===== config.mk =====
export PLATFORM = sky130hd
export DESIGN_NAME = stream_merge_2x1
export DESIGN_NICKNAME = d
export VERILOG_FILES = /design/src/rtl/stream_merge_2x1.sv
export SDC_FILE = /design/constraint.sdc
export NUM_CORES = 1
export LEC_CHECK = 0
export CORE_ASPECT_RATIO = 0.7
export CORE_UTILIZATION = 44
export DETAILED_ROUTE_END_ITERATION = 6
export DONT_BUFFER_PORTS = 1
export GPL_TIMING_DRIVEN = 1
export SYNTH_ARGS = -nofsm -noshare
export SYNTH_HDL_FRONTEND = slang
export SYNTH_SLANG_ARGS = --single-unit

===== constraint.sdc =====
create_clock -name clk -period 6.1 [get_ports clk]
set_input_delay 0 -clock clk [delete_from_list [all_inputs] [get_ports clk]]
set_output_delay 0 -clock clk [all_outputs]
set_load 0.005 [all_outputs]

===== src/rtl/stream_merge_2x1.sv =====
// Two-input packet-aware stream merger: round-robin grant held for a whole
// packet, steering a 2:1 select into a registered valid/ready output stage.
module stream_merge_2x1 #(
  parameter int WIDTH = 8,
  parameter int CNT_W = 16
) (
  input  logic             clk,
  input  logic             rst_n,
  input  logic             in0_valid,
  input  logic [WIDTH-1:0] in0_data,
  input  logic             in0_last,
  output logic             in0_ready,
  input  logic             in1_valid,
  input  logic [WIDTH-1:0] in1_data,
  input  logic             in1_last,
  output logic             in1_ready,
  output logic             out_valid,
  output logic [WIDTH-1:0] out_data,
  output logic             out_last,
  output logic             out_src,
  input  logic             out_ready,
  output logic [CNT_W-1:0] pkt_cnt
);

  typedef enum logic [1:0] {
    IDLE  = 2'd0,
    LOCK0 = 2'd1,
    LOCK1 = 2'd2
  } state_t;

  state_t             state_q, state_d;
  logic               last_grant_q, last_grant_d;
  logic               out_valid_q, out_valid_d;
  logic [WIDTH-1:0]   out_data_q, out_data_d;
  logic               out_last_q, out_last_d;
  logic               out_src_q, out_src_d;
  logic [CNT_W-1:0]   pkt_cnt_q, pkt_cnt_d;

  logic               grant0, grant1;
  logic               sel;
  logic               load_ok;
  logic               xfer;
  logic [WIDTH-1:0]   mux_data;
  logic               mux_last;

  // In IDLE the grant follows the live valids; on contention the channel
  // that did not most recently finish a packet wins.
  always_comb begin
    grant0 = 1'b0;
    grant1 = 1'b0;
    case (state_q)
      LOCK0: grant0 = 1'b1;
      LOCK1: grant1 = 1'b1;
      default: begin
        if (in0_valid && in1_valid) begin
          grant0 = last_grant_q;
          grant1 = !last_grant_q;
        end else begin
          grant0 = in0_valid;
          grant1 = in1_valid;
        end
      end
    endcase
  end

  assign sel      = grant1;
  // rst_n gates the readies so nothing looks accepted while reset is held.
  assign load_ok  = rst_n && (!out_valid_q || out_ready);
  assign in0_ready = grant0 && load_ok;
  assign in1_ready = grant1 && load_ok;
  assign xfer     = (in0_valid && in0_ready) || (in1_valid && in1_ready);
  assign mux_data = sel ? in1_data : in0_data;
  assign mux_last = sel ? in1_last : in0_last;

  always_comb begin
    state_d      = state_q;
    last_grant_d = last_grant_q;
    pkt_cnt_d    = pkt_cnt_q;
    if (xfer) begin
      if (mux_last) begin
        state_d      = IDLE;
        last_grant_d = sel;
        pkt_cnt_d    = pkt_cnt_q + CNT_W'(1);
      end else begin
        state_d = sel ? LOCK1 : LOCK0;
      end
    end
  end

  always_comb begin
    out_valid_d = out_valid_q;
    out_data_d  = out_data_q;
    out_last_d  = out_last_q;
    out_src_d   = out_src_q;
    if (xfer) begin
      out_valid_d = 1'b1;
      out_data_d  = mux_data;
      out_last_d  = mux_last;
      out_src_d   = sel;
    end else if (out_ready) begin
      out_valid_d = 1'b0;
    end
  end

  always_ff @(posedge clk or negedge rst_n) begin
    if (!rst_n) begin
      state_q      <= IDLE;
      last_grant_q <= 1'b1;
      out_valid_q  <= 1'b0;
      out_data_q   <= '0;
      out_last_q   <= 1'b0;
      out_src_q    <= 1'b0;
      pkt_cnt_q    <= '0;
    end else begin
      state_q      <= state_d;
      last_grant_q <= last_grant_d;
      out_valid_q  <= out_valid_d;
      out_data_q   <= out_data_d;
      out_last_q   <= out_last_d;
      out_src_q    <= out_src_d;
      pkt_cnt_q    <= pkt_cnt_d;
    end
  end

  assign out_valid = out_valid_q;
  assign out_data  = out_data_q;
  assign out_last  = out_last_q;
  assign out_src   = out_src_q;
  assign pkt_cnt   = pkt_cnt_q;

endmodule


==> impl_metrics.csv <==
group,metric,value,unit
pwr,p_leak,0.872,nW
final_layout,fin_cells,213,
clock_tree,worst_skew_pair.late_latency,0.27,ns
final_layout,final_cell_mix,"29 x dfrtp_1, 21 x dlygate4sd3_1, 13 x nor2_1",
floorplan,die-width,72.1,um
route,top_signal_layer_used,"met4",
yosys,post_synth_xor_area_fraction,0.0867,
route,drtAntennaViolNets,0,
route,viasPerCell,5.28,
final_layout,layout.nets,192,
yosys,netlist_instances,140,
route,met2_length,1.56,mm
clock_tree,path_clk_slew,0.06,ns
placement,dp_hpwl,2.13,mm
route,wl_met1,1.59,mm
worst_setup_path,rr_endpoint,"pkt_cnt[1]$_DFFE_PN0P_",
yosys,synth.avg_cell_area,10.8,um2
route,num_vias,1124,
sta,tightest_slew,1.10,ns
final_layout,num_antenna_cells,0,
floorplan,io_pins,52,
yosys,synth-seq-cells,30,
sta,tns,0,ns
yosys,synth_top_area_share,0.479,
placement,gp_congestion,0.745,
flow_run,drv_cap,0,
clock_tree,cts_resized,0,
placement,port_buffers,0,
worst_setup_path,cp.required,6.26,ns
worst_setup_path,crit_path_start,"state_q[0]$_DFFE_PN0P_",
yosys,synth_top_family_by_area,"simple AND/OR/NAND/NOR gates",
yosys,synth_fp_nets,166,
yosys,synth_top_area_cell,"dfrtp_1",
pwr,power_density,379,nW/um2
sta,slew_headroom,0.244,
floorplan,row_count,17,
pwr,peakVddDrop,0.189,mV
clock_tree,cts_buffers,5,
yosys,synthSimpleGateAreaFrac,0.196,
yosys,yosys.area_share.adder,0.0248,
route,drc,0,
sta,setup_ws,3.01,ns
yosys,syn_area,1520,um2
worst_setup_path,crit_fanout,15,
sta,rsz0062_at_grt,"false",
worst_setup_path,r2r-start,"state_q[0]$_DFFE_PN0P_",
global_route,grt_pass1_vias,1226,
yosys,ys_seq_area_frac,0.496,
final_layout,area_delta_synth_final,23.5,%
worst_setup_path,cp-start-kind,"flop",
worst_setup_path,critical_path.endpoint,"pkt_cnt[1]$_DFFE_PN0P_",
placement,post-place-ws,3.03,ns
worst_setup_path,r2r_slack,3.01,ns
global_route,grt_overflow,0,
route,drtIter0Drc,57,
global_route,antenna_found_initial,0,
sta,setup_viol,0,
yosys,muxShareOfSynthArea,0.0743,
floorplan,fp.dieH,51.1,um
clock_tree,htreeDepth,2,
yosys,synth_area_leaders,"dfrtp_1 48%, xor2_1 6.9%, mux2i_1 5.9%",
sta,timing.fmax,324,MHz
sta,hold_violations,0,
worst_setup_path,critPathCaptureType,"flop",
worst_setup_path,path_class,"flop to flop",
clock_tree,cts_tree,"built",
route,firstDrtPassIters,4,
global_route,grt_pass1_wl,5.62,mm
yosys,yosys_warnings,0,
global_route,grtUsageTotal,0.208,
placement,dp_cells,184,
route,routed_wirelength,3.43,mm
clock_tree,cts_sinks,30,
yosys,synth_compound_area_frac,0.0991,
status,status,"finished clean",
floorplan,dieArea,3690,um2
yosys,synth_cell_type_count,31,
sta,maxSlewViolCount,0,
final_layout,layout-drive-gt1-share,0.108,
sta,finalCritPeriodShare,0.506,
sta,skew,0.00495,ns
floorplan,coreArea,3210,um2
placement,postPlaceCellArea,1570,um2
min_path,hp-start,"rst_n",
route,drt-wirelength-per-cell,16.1,um
worst_setup_path,worstPathArrival,3.25,ns
sta,min_period,3.09,ns
global_route,grt_start_max_net_pins,31,
worst_setup_path,reg2regPathDepth,7,
floorplan,initial_core_util,0.472,
final_layout,layout_commonest_cell,"dfrtp_1",
route,met3_length,227,um
clock_tree,root_buffer,"clkbuf_8",
clock_tree,cts.path.max_buffers,2,
min_path,hold_path_class,"input pin to output pin",
final_layout,final_area,1870,um2
[Yosys cell counts]
| cell | n |
|---|---|
| mux2_2 | 2 |
| dfrtp_1 | 29 |
| nor4_2 | 4 |
| inv_1 | 5 |
| nor3_1 | 5 |
| o21ai_1 | 2 |
| a221oi_4 | 1 |
| and3_1 | 3 |
| mux2i_1 | 9 |
| nand4_4 | 1 |
| xor2_1 | 12 |
| nand3b_1 | 1 |
| dfstp_2 | 1 |
| nor2b_1 | 1 |
| nor4b_2 | 1 |
| o211ai_1 | 1 |
| a31oi_4 | 1 |
| nand2b_1 | 2 |
| or3_1 | 1 |
| a21oi_1 | 11 |
| nand2_1 | 11 |
| nand3_1 | 5 |
| buf_2 | 1 |
| nand4_1 | 2 |
| a21o_1 | 2 |
| xnor2_1 | 3 |
| clkbuf_1 | 3 |
| ha_1 | 3 |
| nor2_1 | 13 |
| o21ai_0 | 3 |
| and2_1 | 1 |
[power by group]
| group | internal, W | switching, W | total [W] |
|---|---|---|---|
| clock network | 0.0000783 | 0.0000673 | 0.000146 |
| logic | 0.000108 | 0.000125 | 0.000233 |
| registers | 0.000261 | 0.0000694 | 0.000330 |
[timing repair]
item / CTS / global route
endpoints found under the hold margin: 42 / 0
hold buffers: 22 / 0
buffers inserted: 0 / 0
[layout make-up]
class	count	area, um2
flip-flops and latches	30	752
clock buffers	7	76.3
repair buffers	23	238
fillers	276	1340
inverters	5	18.8
multi-input cells	101	728
well taps	47	58.8
[critical path, cell delays in order (launching register included)]
cell	delay, ns
dfrtp_1	0.35
inv_1	0.06
ha_1	0.41
nor2b_1	0.12
a31oi_4	0.52
mux2i_1	0.97
nor2_1	0.21
mux2_2	0.33
[flip-flops by register name (all words and copies together) (netlist names)]
| name | flops |
|---|---|
| last_grant_q | 1 |
| out_data | 8 |
| out_last | 1 |
| out_src | 1 |
| out_valid | 1 |
| pkt_cnt | 16 |
| state_q | 2 |
[cells by family after synthesis]
kind of cell             Yosys count
AO/OA/AOI/OAI                     21
flip-flops                        30
multiplexers                      11
buffers and inverters              9
XOR/XNOR                          15
AND/OR/NAND/NOR                   51
adder cells (fa/ha/maj)            3
[stage by stage]
stage | utilization | hold slack, ns | power [W]
after floorplan | - | -0.296 | 0.000477
after global placement | 0.487 | -0.295 | 0.000513
after detailed placement | 0.487 | -0.295 | 0.000524
after CTS | 0.583 | 0.129 | 0.000708
after global routing | 0.583 | 0.171 | 0.000759
final | 0.583 | 0.142 | 0.000709
[worst min path at each step]
stage / endpoint / slack [ns] / cells after the start
after global placement: pkt_cnt[5]$_DFFE_PN0P_ / -0.29 / 0
after CTS: out_src$_DFFE_PN0P_ / 0.13 / 2
after detailed placement: pkt_cnt[7]$_DFFE_PN0P_ / -0.29 / 0
after floorplan: out_data[0]$_DFFE_PN0P_ / -0.30 / 0
after global routing: in0_ready / 0.17 / 2
final: in0_ready / 0.14 / 2
[routing by layer]
metal / GRT usage / vias to the layer above
met3: 0.0809 / 7
met4: 0.0752 / 0
met2: 0.329 / 30
met5: 0 / -
li1: - / 538
met1: 0.259 / 549
Power figures use the tool's default switching activity.
